==> src/rtl/door_access_arbiter.sv <==
// Shares door_control's password port among NUM_REQ panels with round-robin grant; DOOR_ARB_FIXED_PRIO_EN selects lowest-index-wins.
// Latency: grant/password_out registered on the request edge; ack one cycle after DONE, max HOLD_CYCLES+TIMEOUT+2 cycles.
// Backpressure: req is level-held until ack; all requests are refused while the door is in alarm (BLOCKED).
module door_access_arbiter #(
    parameter int NUM_REQ     = 3,
    parameter int PW_W        = 14,
    parameter int HOLD_CYCLES = 2,
    parameter int TIMEOUT     = 8
) (
    input  logic                    clk,
    input  logic                    reset,
    input  logic [NUM_REQ-1:0]      req,
    input  logic [NUM_REQ*PW_W-1:0] req_password,
    input  logic                    unlock_signal,
    input  logic                    alarm_signal,
    output logic [PW_W-1:0]         password_out,
    output logic [NUM_REQ-1:0]      grant,
    output logic [NUM_REQ-1:0]      ack,
    output logic                    ack_ok,
    output logic                    busy
);
    localparam int IDX_W = $clog2(NUM_REQ);
    localparam logic [3:0] HOLD_LAST = 4'(HOLD_CYCLES - 1);
    localparam logic [7:0] WAIT_LAST = 8'(TIMEOUT - 1);

    typedef enum logic [2:0] {S_IDLE, S_PRESENT, S_WAIT, S_DONE, S_BLOCKED} state_t;

    state_t             state;
    logic [3:0]         hold_cnt;
    logic [7:0]         wait_cnt;
    logic [NUM_REQ-1:0] owner;
    logic [PW_W-1:0]    pw_reg;
    logic               ok_flag;
    logic               alarm_flag;
    logic               pick_vld;
    logic [IDX_W-1:0]   pick_idx;
`ifndef DOOR_ARB_FIXED_PRIO_EN
    logic [IDX_W-1:0]   ptr;
`endif

    // Iterate from the lowest priority down so the last hit is the winner.
    always_comb begin
        pick_vld = 1'b0;
        pick_idx = '0;
`ifdef DOOR_ARB_FIXED_PRIO_EN
        for (int i = NUM_REQ - 1; i >= 0; i--) begin
            if (req[i]) begin
                pick_vld = 1'b1;
                pick_idx = IDX_W'(i);
            end
        end
`else
        for (int i = NUM_REQ; i >= 1; i--) begin
            int j;
            j = int'(ptr) + i;
            if (j >= NUM_REQ) j = j - NUM_REQ;
            if (req[j]) begin
                pick_vld = 1'b1;
                pick_idx = IDX_W'(j);
            end
        end
`endif
    end

    assign password_out = pw_reg;
    assign busy         = (state != S_IDLE);

    always_ff @(posedge clk or negedge reset) begin
        if (!reset) begin
            state      <= S_IDLE;
            hold_cnt   <= '0;
            wait_cnt   <= '0;
            owner      <= '0;
            pw_reg     <= '0;
            ok_flag    <= 1'b0;
            alarm_flag <= 1'b0;
            grant      <= '0;
            ack        <= '0;
            ack_ok     <= 1'b0;
`ifndef DOOR_ARB_FIXED_PRIO_EN
            ptr        <= IDX_W'(NUM_REQ - 1);
`endif
        end else begin
            ack    <= '0;
            ack_ok <= 1'b0;
            case (state)
                S_IDLE: begin
                    if (alarm_signal) begin
                        state <= S_BLOCKED;
                    end else if (pick_vld) begin
                        grant      <= NUM_REQ'(1) << pick_idx;
                        owner      <= NUM_REQ'(1) << pick_idx;
                        pw_reg     <= req_password[pick_idx*PW_W +: PW_W];
                        hold_cnt   <= '0;
                        wait_cnt   <= '0;
                        alarm_flag <= 1'b0;
`ifndef DOOR_ARB_FIXED_PRIO_EN
                        ptr        <= pick_idx;
`endif
                        state      <= S_PRESENT;
                    end
                end
                S_PRESENT, S_WAIT: begin
                    if (unlock_signal) begin
                        ok_flag <= 1'b1;
                        grant   <= '0;
                        pw_reg  <= '0;
                        state   <= S_DONE;
                    end else if (alarm_signal) begin
                        ok_flag    <= 1'b0;
                        alarm_flag <= 1'b1;
                        grant      <= '0;
                        pw_reg     <= '0;
                        state      <= S_DONE;
                    end else if ((req & owner) == '0) begin
                        // Winner withdrew: release the port silently.
                        grant  <= '0;
                        pw_reg <= '0;
                        state  <= S_IDLE;
                    end else if (state == S_PRESENT) begin
                        if (hold_cnt == HOLD_LAST) begin
                            wait_cnt <= '0;
                            state    <= S_WAIT;
                        end else begin
                            hold_cnt <= hold_cnt + 4'd1;
                        end
                    end else if (wait_cnt == WAIT_LAST) begin
                        ok_flag <= 1'b0;
                        grant   <= '0;
                        pw_reg  <= '0;
                        state   <= S_DONE;
                    end else begin
                        wait_cnt <= wait_cnt + 8'd1;
                    end
                end
                S_DONE: begin
                    ack    <= owner;
                    ack_ok <= ok_flag;
                    state  <= alarm_flag ? S_BLOCKED : S_IDLE;
                end
                S_BLOCKED: begin
                    if (!alarm_signal) state <= S_IDLE;
                end
                default: state <= S_IDLE;
            endcase
        end
    end
endmodule

==> config.mk <==
export PLATFORM = sky130hd
export DESIGN_NAME = door_access_arbiter
export DESIGN_NICKNAME = d
export VERILOG_FILES = /design/src/rtl/door_access_arbiter.sv
export SDC_FILE = /design/constraint.sdc
export NUM_CORES = 1
export LEC_CHECK = 0
export CAP_MARGIN = 20
export CORE_MARGIN = 2
export CORE_UTILIZATION = 39
export CTS_BUF_LIST = sky130_fd_sc_hd__clkbuf_8
export CTS_CLUSTER_SIZE = 12
export DETAILED_ROUTE_END_ITERATION = 8
export GPL_TIMING_DRIVEN = 1
export PLACE_DENSITY = 0.69
export SETUP_SLACK_MARGIN = 0.3
export SLEW_MARGIN = 0
export SYNTH_ARGS = -nofsm -noshare
export SYNTH_HDL_FRONTEND = slang
export SYNTH_SLANG_ARGS = --single-unit
==> constraint.sdc <==
create_clock -name clk -period 3.1 [get_ports clk]
set_input_delay 0.465 -clock clk [delete_from_list [all_inputs] [get_ports clk]]
set_output_delay 0.465 -clock clk [all_outputs]
set_load 0.05 [all_outputs]
== After elaboration in Yosys (flattened, before gate mapping) ==
Index checks and enable logic that the tools add are counted.
Operators by class
  add/subtract/negate cells: 8
  $mul: 1
  order comparisons: 6
  equality and inequality tests: 24
  shift-type cells: 2
  mux-type cells: 74
  bitwise logic cells: 2
  reductions and logical operators: 13
Operators with widths (count)
  14-bit 2-to-1 mux: 7
  32-bit by 4-bit < comparator with 1-bit output (second input constant): 3
  32-bit 2-to-1 mux: 3
  8-bit 2-to-1 mux: 8
  3-bit 2-to-1 mux: 18
  42-bit by 7-bit variable part select with 14-bit output: 1
  4-bit 2-to-1 mux: 7
  14-bit case mux with 2 select lines: 1
  1-bit 2-to-1 mux: 19
  2-bit != test (second input constant): 9
  8-bit case mux with 2 select lines: 1
  8-bit AND reduction: 2
  3-bit != test (second input constant): 5
  6-bit != test (second input constant): 2
  3-bit case mux with 4 select lines: 1
  3-bit by 2-bit subtractor with 4-bit output (second input constant): 3
  5-bit != test (second input constant): 2
  5-bit AND reduction: 2
  3-bit by 2-bit greater-or-equal comparator with 1-bit output (second input constant): 3
  8-bit by 1-bit adder with 8-bit output (second input constant): 1
  8-bit by 3-bit equality test with 1-bit output (second input constant): 1
  4-bit case mux with 2 select lines: 1
  4-bit AND reduction: 2
  2-bit by 2-bit adder with 3-bit output (second input constant): 2
  19 further kinds: 26
Storage, ports and cells
  flip-flop bits (word level): 43
  bits of input ports: 49
  output and inout port bits: 22
  logic and storage cells: 141

== Depth between registers and ports, before layout ==
  depth after elaboration: 14
  mapped depth: 10
  gate-level depth less buffers: 7

== Least setup slack after synthesis ==
Ideal clock, no wire load.
  path type: reg2reg
  from: reg ptr[1]
  to: reg wait_cnt[0]
  setup time: 0.125 ns
  arrival: 2.312 ns
  required time: 2.975 ns
  slack: 0.663 ns
  stages on the path, launching flop included: 9
  buffers on the path: 1
  clock period less this slack: 2.437 ns
  path through: dfstp_2 inv_1 ha_1 buf_2 a21boi_0 a32oi_1 o31ai_2 a211oi_2 mux2_2
On the way
  word-level cells in the longest chain between the ends: 11
RTL lines
  start: declaration: line 38  | logic [IDX_W-1:0] ptr;
  start signal: assignment: line 81  | ptr <= IDX_W'(NUM_REQ - 1);
  start signal: assignment: line 98  | ptr <= pick_idx;
  2-bit by 2-bit adder with 3-bit output: line 55  | j = int'(ptr) + i;
  3-bit by 2-bit subtractor with 4-bit output / 3-bit by 2-bit greater-or-equal comparator with 1-bit output (equally long branches): line 56  | if (j >= NUM_REQ) j = j - NUM_REQ;
  32-bit 2-to-1 mux: line 56
  1-bit binary-select mux with 2-bit select: line 57  | if (req[j]) begin
  1-bit 2-to-1 mux (implied by the code) (2 in series): line 57
  1-bit 2-to-1 mux (2 in series): line 57
  1-bit 2-to-1 mux (*): line 57
  2-bit != test (no line) (*)
  8-bit AND reduction (no line) (*)
  end signal: assignment: line 133  | wait_cnt <= wait_cnt + 8'd1;
  end: declaration: line 30  | logic [7:0] wait_cnt;
Every way passes the cells marked *; elsewhere a longest branch is shown, timed or not. The select of a mux whose other input is x is not followed.
A chain may end at the register's enable or synchronous reset.

== Final worst setup path ==
  from: reg ptr[0]
  to: reg wait_cnt[1]
Same word-level chain as after synthesis.

==> flow_summary_export.csv <==
group,metric,value,unit
status,status,"finished, final reports clean",
min_path,hold_start,"owner[1]",
yosys,async_reset_ff_share,100,%
timing,max_slew_margin,50.4,%
global_route,grt_use_total,21.2,%
yosys,postSynthAreaPerCell,9.69,sq um
critical_path,cp-end-kind,"register",
timing,hold_violations,0,
yosys,synthFlopType,"dfrtp_1",
global_route,antenna_found_initial,0,
floorplan,start_util,39.9,%
global_route,overflow,0,
yosys,ys_types,55,
critical_path,cp.depth,8,
clock_tree,cts_tree,"built",
critical_path,r2r_slack,510,ps
critical_path,worst-path-max-fanout,10,
yosys,ys_ff_latch,43,
global_route,grt_pass1_wl,12800,microns
route,drtIter0Drc,201,
critical_path,crit_chain,"inv_1 -> ha_2 -> a21boi_0 -> a32oi_1 -> buf_4 -> o31a_1 -> o21ai_0 -> mux2i_1",
clock_tree,cts_buffer_depth,2,
timing,tightest_slew,739,ps
route,vias,2683,
cells_and_area,synthToLayoutAreaGrowth,34.2,%
clock_tree,cts.clk_slew.worst_paths,80,ps
critical_path,r2r_start,"ptr[0]",
flow_run,cap_viol_max_count,0,
route,vias_per_cell,6.30,
timing,setup_viol,0,
route,ant_nets,0,
clock_tree,cts_buffers,5,
yosys,syn_area,2680,sq um
critical_path,reg2regPathDepth,8,
power,p_total,0.00356,W
timing,rsz0062_at_grt,"no",
yosys,synth_cells,277,
yosys,ys_seq_area_share,40.1,%
power,power_density,989,nW/um^2
power,peakVddDrop,0.000400,V
critical_path,slowest_stage,"dfrtp_1",
floorplan,dieArea,7560,sq um
timing,fin_crit,2590,ps
critical_path,cp_top_family,"compound AO/OA/AOI/OAI gates",
timing,drv_slew,0,
route,wl_per_cell,18.2,microns
timing,skew,4.39,ps
critical_path,crit_path_start_kind,"register",
critical_path,reg2reg_to,"wait_cnt[1]",
route,first_pass_iters,5,
placement,dpl.hpwl,5330,microns
min_path,hold_class,"register to register",
critical_path,critical_path.max_stage_delay,490,ps
placement,place_congestion,0.862,
min_path,hold_depth,1,
yosys,yosysTopAreaCellShare,39.2,%
yosys,synth_edf_count,0,
clock_tree,cts_max_level,2,
min_path,whs_endpoint,"owner[1]",
cells_and_area,num_antenna_cells,0,
yosys,yosysMostFrequentCell,"dfrtp_1",
floorplan,coreArea,6720,sq um
cells_and_area,nets,400,
global_route,grt_max_degree,44,
route,wl,7760,microns
floorplan,num_io_pins,71,
yosys,yosys-top-cells-area,"dfrtp_1 (39%), a221oi_1 (9.1%), a41o_1 (5.6%)",
timing,fmax,386,MHz
floorplan,rows,30,
clock_tree,clock_latency,300,ps
floorplan,chipWidth,87.0,microns
clock_tree,cts.sinks,43,
yosys,yosys_warnings,0,
cells_and_area,drive_gt1_share,9.25,%
critical_path,cp.arrival,2820,ps
yosys,synth_top_cell_by_area,"dfrtp_1",
timing,tns,0,ps
yosys,syn-num-nets,332,
placement,place.port_buffers,70,
yosys,synthTopCellsByCount,"dfrtp_1 (42), a221oi_1 (28), inv_1 (24)",
critical_path,worst-path-buf-inv,2,
critical_path,cp.required,3330,ps
timing,min_period_over_period,83.6,%
power,p_leak,1.55,nW
clock_tree,cts_root_buf,"clkbuf_8",
floorplan,die_h,87.0,microns
critical_path,worstSetupPathType,"register to register",
global_route,grt_pass1_vias,2575,
route,route.detailed.drc,0,
-- where the power goes --
group | switching [W] | internal, W | leakage (nW) | total [W]
Combinational | 0.00143 | 0.000893 | 0.922 | 0.00232
Sequential | 0.000154 | 0.000734 | 0.576 | 0.000888
Clock | 0.000198 | 0.000152 | 0.0505 | 0.000350
Total | 0.00178 | 0.00178 | 1.55 | 0.00356
-- routing by layer --
metal	global-route usage, %	part of all wire, %	up-vias
li1	-	-	1240
met1	31.1	46	1338
met2	31.4	47	96
met3	4.64	5.9	9
met4	5.82	1.3	0
met5	0	0	-
-- stage by stage --
stage	util, %	instances	setup slack (ps)	cell area, sq um	hold WS (ps)
3_5_place_dp	51.7	416	307	3470	491
5_1_grt	53.6	426	306	3600	540
4_1_cts	52.9	424	407	3550	356
2_1_floorplan	-	277	663	2680	169
3_3_place_gp	51.7	416	338	3470	489
6_report	53.6	426	509	3600	515
-- flip-flops by register name, indices dropped and copies added, names as in the netlist --
name / cells
ack: 3
ack_ok: 1
alarm_flag: 1
grant: 3
hold_cnt: 4
ok_flag: 1
owner: 3
password_out: 14
ptr: 2
state: 3
wait_cnt: 8
-- worst register-to-register path: stages, from the launching register on --
cell and delay [ps]:
dfrtp_1 490, inv_1 140, ha_2 450, a21boi_0 200, a32oi_1 140, buf_4 190
o31a_1 340, o21ai_0 340, mux2i_1 230
-- repair_timing --
action                                  CTS  global route
endpoints found under the hold margin     0             5
endpoints found under the setup margin    0            27
buffers inserted                          0             0
resized for setup                         0             3
hold buffers                              0             1
-- cells by family after synthesis --
logic type | share of synthesized area [%]
and+or+nand+nor | 13.4
adders and majority gates | 2.80
xor gates and xnor gates | 0.653
muxes | 1.54
buffers and inverters | 6.71
DFF | 40.1
AOI/OAI and AO/OA | 34.7
-- layout by cell type (no fill, tap or decap), types with 3 or more instances in the layout --
| cell type | n |
|---|---|
| a22o_1 | 7 |
| clkbuf_8 | 5 |
| o221ai_1 | 3 |
| nor2b_1 | 3 |
| and3_1 | 7 |
| or3_1 | 4 |
| nor2_1 | 15 |
| dfrtp_1 | 42 |
| mux2i_1 | 3 |
| buf_4 | 10 |
| a221o_1 | 4 |
| o32ai_1 | 14 |
| or2_2 | 3 |
| a21oi_1 | 4 |
| a221oi_1 | 28 |
| o21ai_0 | 13 |
| a41o_1 | 15 |
| nand3_1 | 9 |
| nand2_1 | 8 |
| inv_1 | 26 |
| ha_1 | 5 |
| clkdlybuf4s50_1 | 69 |
-- how the worst max path moves through the flow --
stage | endpoint | startpoint | slack (ps)
floorplan | wait_cnt[0] | ptr[1] | 660
global placement | password_out[13] | req[0] | 340
detailed placement | password_out[13] | req[0] | 310
CTS | password_out[13] | ptr[0] | 410
global route | wait_cnt[1] | ptr[0] | 310
finish | wait_cnt[1] | ptr[0] | 510
-- final cells by class --
| class | count | area, sq um |
|---|---|---|
| Sequential cell | 43 | 1080 |
| Inverter | 24 | 90.1 |
| Fill cell | 606 | 3120 |
| Timing Repair Buffer | 82 | 801 |
| Clock inverter | 3 | 12.5 |
| Tap cell | 80 | 100 |
| Clock buffer | 5 | 68.8 |
| Multi-Input combinational cell | 189 | 1450 |
Note: power is estimated with default switching activity, not from simulation.
==> patch 1: new RTL, same settings <==
Make the reset (`reset`) synchronous in one clocked block.
--- a/src/rtl/door_access_arbiter.sv
+++ b/src/rtl/door_access_arbiter.sv
@@ -67,3 +67,3 @@
 
-    always_ff @(posedge clk or negedge reset) begin
+    always_ff @(posedge clk) begin
         if (!reset) begin
Formal check against the unedited RTL: differs if reset is asserted again (counterexample within 4 cycles, from zero or initial values and one cycle with reset low); with reset held inactive, the same outputs for 4 cycles.
==> patch 1 against the unedited design <==
  * Area after synthesis down 9.0%
  * Routed wire length decreased by 15%
  * Worst setup slack improved by 13 ps
  * Final area shrank 9.2%
  * Critical path depth shrank 1
  * Largest cell class unchanged
  * Sequential cell count stayed put
  * Worst hold slack got worse by 40 ps
Power is not compared: it rests on default switching activity, and its combinational part moved more than twofold at a synthesized area within 25%.
==> patch 1: results (changes against the unedited design) <==
global_routing:
  grt_max_degree: 24  # -45%
  grt_first_pass_wirelength_um: 10930  # -14%
  grt_usage: 0.1895  # -0.02240
  use_met3: 0.05467  # +0.008226
  grt_pass1_vias: 2254  # -12%
  use_met1: 0.2459  # -0.06536
  met2_usage: 0.3087  # -0.005020
final_layout:
  n_all_inverters: 9  # -63%
  nMultiInputCombCells: 210  # +11%
  clkCellAreaFrac: 0.02602  # +0.003439
  buffers: 77  # -6.1%
  sh_seq_area: 0.2633  # -0.03587
  final-nonclk-buf-share: 0.2304  # +0.008009
  largest_register_ffs: 14  # unchanged
  multi_input_area_mm2: 0.001443  # -0.60%
  nFillCells: 564  # -6.9%
  design_area_mm2: 0.003269  # -9.2%
  nets: 401  # +0.25%
  layout-drive-gt1-share: 0.1153  # +0.02279
placed_design:
  dpl.hpwl_um: 4735  # -11%
  gp_congestion: 0.7916  # -8.2%
  place_inst: 414  # -0.48%
  postPlaceCellArea_mm2: 0.003172  # -8.7%
  dp_slack_ps: 128.3  # -179.1 ps
routing:
  met1_length_um: 2985  # -17%
  avgViaCountPerCell: 5.739  # -8.9%
  dr_wl_met2_um: 3021  # -17%
  routedWlPerCell_um: 15.56  # -15%
  drt_wl_total_um: 6567  # -15%
  drt_iter0_markers: 108  # -46%
  first_pass_iters: 4  # -1
critical_path:
  cp.arrival_ps: 2740  # -80 ps
  r2r_slack_ps: 520
  critPathLaunch: "ptr[0]"
  rr_endpoint: "wait_cnt[1]"
  cp_max_fo: 13  # +3
  rr_worst_depth: 7  # -1
hold_path:
  min_to: "password_out[4]"
  hold_start: "password_out[4]"
  whs_path_depth: 2  # +1
synth:
  syn_inst: 282  # +1.8%
  synth_common_cells: "dfxtp_1, a21oi_1, nand2_1, o22ai_1, a32o_1"
  synth-xor-area-share: 0.003584  # -0.002943
  synth_compound_area_frac: 0.3175  # -0.02986
  synthMuxAreaShare: 0.02099  # +0.005609
  netlist_top_cells_area: "dfxtp_1, a21oi_1, a32o_1, nand2_1, o22ai_1"
  async_flop_share: 0  # -1.000
  synth_adder_area_share: 0.03072  # +0.002750
  synth_cell_types: 66  # +20%
  yosysSeqAreaShare: 0.3523  # -0.04912
  synthFlopType: "dfxtp_1"
sta:
  layout_setup_ws_ps: 521.7  # +12.55 ps
  relSlewSlack: 0.4764  # -0.02740
  clock_skew_ps: 5.140  # +0.7479 ps
  fin_hold_ws_ps: 474.8  # -40.39 ps
clock_tree:
  root_buffer: "clkbuf_8"
power_and_ir_drop:
  intPower_mw: 1.199
floorplanning:
  design.die.area_mm2: 0.006915  # -8.5%
outcome:
  status: "finished, final reports clean"
-- patch 1: cell count changes after synthesis, moves of 14 or more --
cell | unedited run | this run
a21oi_1 | 4 | 30
a221oi_1 | 28 | 0
a41o_1 | 15 | 0
dfrtp_1 | 42 | 0
dfxtp_1 | 0 | 43
inv_1 | 24 | 9
nand2_1 | 8 | 28
o22ai_1 | 1 | 15
-- patch 1: logic make-up (layout without fill, tap and decap cells) --
group	after synthesis	count (layout)
AO/OA/AOI/OAI	106	106
AND/OR/NAND/NOR	92	92
flip-flops	43	43
buffers and inverters	29	94
adder cells (fa/ha/maj)	6	6
multiplexers	5	5
XOR/XNOR	1	1
-- patch 1: critical path, cell delays in order, from the launching register on --
cell,delay [ps]
dfxtp_1,440
inv_1,130
ha_1,460
mux2_2,380
a221o_2,450
o211ai_4,350
or3_2,190
a21oi_1,50
-- patch 1: what timing repair did --
item                                    in CTS  in global routing
hold buffers                                 0                  0
endpoints found under the setup margin      15                 23
resized for setup                            1                  3
==> patch 2: new RTL, same settings <==
Without the edit above. `PW_W`: 14 -> 28.
--- a/src/rtl/door_access_arbiter.sv
+++ b/src/rtl/door_access_arbiter.sv
@@ -5,3 +5,3 @@
     parameter int NUM_REQ     = 3,
-    parameter int PW_W        = 14,
+    parameter int PW_W        = 28,
     parameter int HOLD_CYCLES = 2,
Interface: changed (resized password_out and req_password); port bits go from 71 to 127. No check against the original RTL was run, so the function may have changed too.
==> patch 2 against the unedited design <==
  * Area after synthesis increased by 19%
  * Routed wire length increased by 25%
  * Worst setup slack about the same
  * Largest cell class unchanged
  * Sequential share of layout area increased by 0.094 points
  * Sequential cell count increased by 14
  * Count of clock-buffer cells in the layout increased by 5
  * Power increased by 19%
  * Final area increased by 32%
==> patch 2: results (changes against the unedited design) <==
sta:
  fin_hold_ws_ps: 62.35  # -452.8 ps
  relSlewSlack: 0.3665  # -0.1374
  setup_violations: 0  # unchanged
  clock_skew_ps: 12.11  # +7.715 ps
  min_period_ps: 2591  # +0.01100 ps
  slew_violations: 0  # unchanged
routing:
  avgViaCountPerCell: 5.617  # -11%
  drt_iter0_markers: 154  # -23%
  drt_wl_total_um: 9723  # +25%
  first_pass_iters: 4  # -1
placed_design:
  dpl.hpwl_um: 7217  # +35%
  dp_slack_ps: 363.0  # +55.51 ps
  gp_congestion: 0.8813  # +2.2%
  io_buffers: 126  # +80%
clock_tree:
  path_clk_slew_ps: 70
  clk_latency_ps: 340  # +40 ps
  htree_levels: 3  # +1
  cts_buffer_depth: 2  # unchanged
  numCtsBuffers: 9  # +4
  root_buffer: "clkbuf_8"
power_and_ir_drop:
  p_seq_frac: 0.257  # +0.008
  p_clk_mw: 0.578  # +65%
  p_sw_mw: 2.064  # +16%
  peakVddDrop_uv: 353.9  # -12%
  leakage_nw: 1.974  # +27%
outcome:
  status: "finished, final reports clean"
synth:
  synth_common_cells: "dfrtp_1, inv_1, nand4_1, a22oi_1, o221ai_1"
  synth_fp_nets: 430  # +30%
  yosysSeqAreaShare: 0.4478  # +0.04640
  netlist_top_cells_area: "dfrtp_1, o221ai_1, a22oi_1, nand4_1, inv_1"
  async_flop_share: 1.000  # unchanged
  ys_warn_count: 0  # unchanged
  synth_cell_types: 52  # -5.5%
final_layout:
  diodes: 0  # unchanged
  largest_register_ffs: 28  # +14
  layout-drive-gt1-share: 0.07359  # -0.01889
  nets: 554  # +39%
critical_path:
  cp.arrival_ps: 2820  # about the same
  r2r_slack_ps: 510  # about the same
  cp_max_fo: 17  # +7
global_routing:
  antenna_found_initial: 0  # unchanged
  grt_usage: 0.2271  # +0.01527
  grt_max_degree: 32  # -27%
  grt_first_pass_wirelength_um: 15660  # +23%
hold_path:
  hold_path.class: "in2async"
[patch 2: cell type report]
type	count	area, µm²
multi-input cells	210	1528
clock inverters	6	23.77
inverters	41	153.9
fillers	671	3050
flip-flops and latches	57	1428
repair buffers	138	1359
well taps	102	127.6
clock buffers	10	137.6
[patch 2: worst max-delay path: stages (launching register included)]
cell     delay (ps)
dfrtp_1         500
inv_1           180
ha_1            500
inv_1           100
a21oi_1         370
a211o_1         310
buf_4           260
nor2_1           90
a21o_1          160
[patch 2: cell families (layout without fill, tap and decap cells)]
family,Yosys count,after routing,share of synthesized area
AOI/OAI and AO/OA,115,115,0.2826
xor gates and xnor gates,3,3,0.008243
buffers and inverters,66,195,0.08320
and+or+nand+nor,83,83,0.1448
muxes,3,3,0.009812
adders and majority gates,6,6,0.02355
DFF,57,57,0.4478
[patch 2: path summary, 6_finish.rpt]
path                          from               end  depth (start not counted)
hold / removal               reset  password_out[26]                          1
hold reg to reg            ok_flag           ok_flag                          1
max in group asynchronous    reset  password_out[12]                          2
setup / recovery            ptr[0]            ptr[0]                          8
min in group clk           ok_flag           ok_flag                          1
setup reg to reg            ptr[0]            ptr[0]                          8
[patch 2: what timing repair did]
item	in CTS	in global routing
hold buffers	0	0
gates resized for setup	0	1
endpoints found under the setup margin	0	2
[patch 2: stage by stage]
step                  util  area (µm²)  total power, mW  std cells
detailed placement  0.5877        4588            3.649        548
global route        0.6093        4757            4.504        564
finish              0.6093        4757            4.224        564
global placement    0.5877        4588            3.610        548
floorplan                -        3188            2.786        333
CTS                 0.6083        4750            4.229        564
[patch 2: routing by layer]
layer  global-route usage  vias up  routed length, µm
li1                     -     1526                  -
met1               0.2831     1479               3889
met2               0.3619      143               4648
met3              0.08061       20                978
met4              0.08937        0                207
met5                    0        -                  0
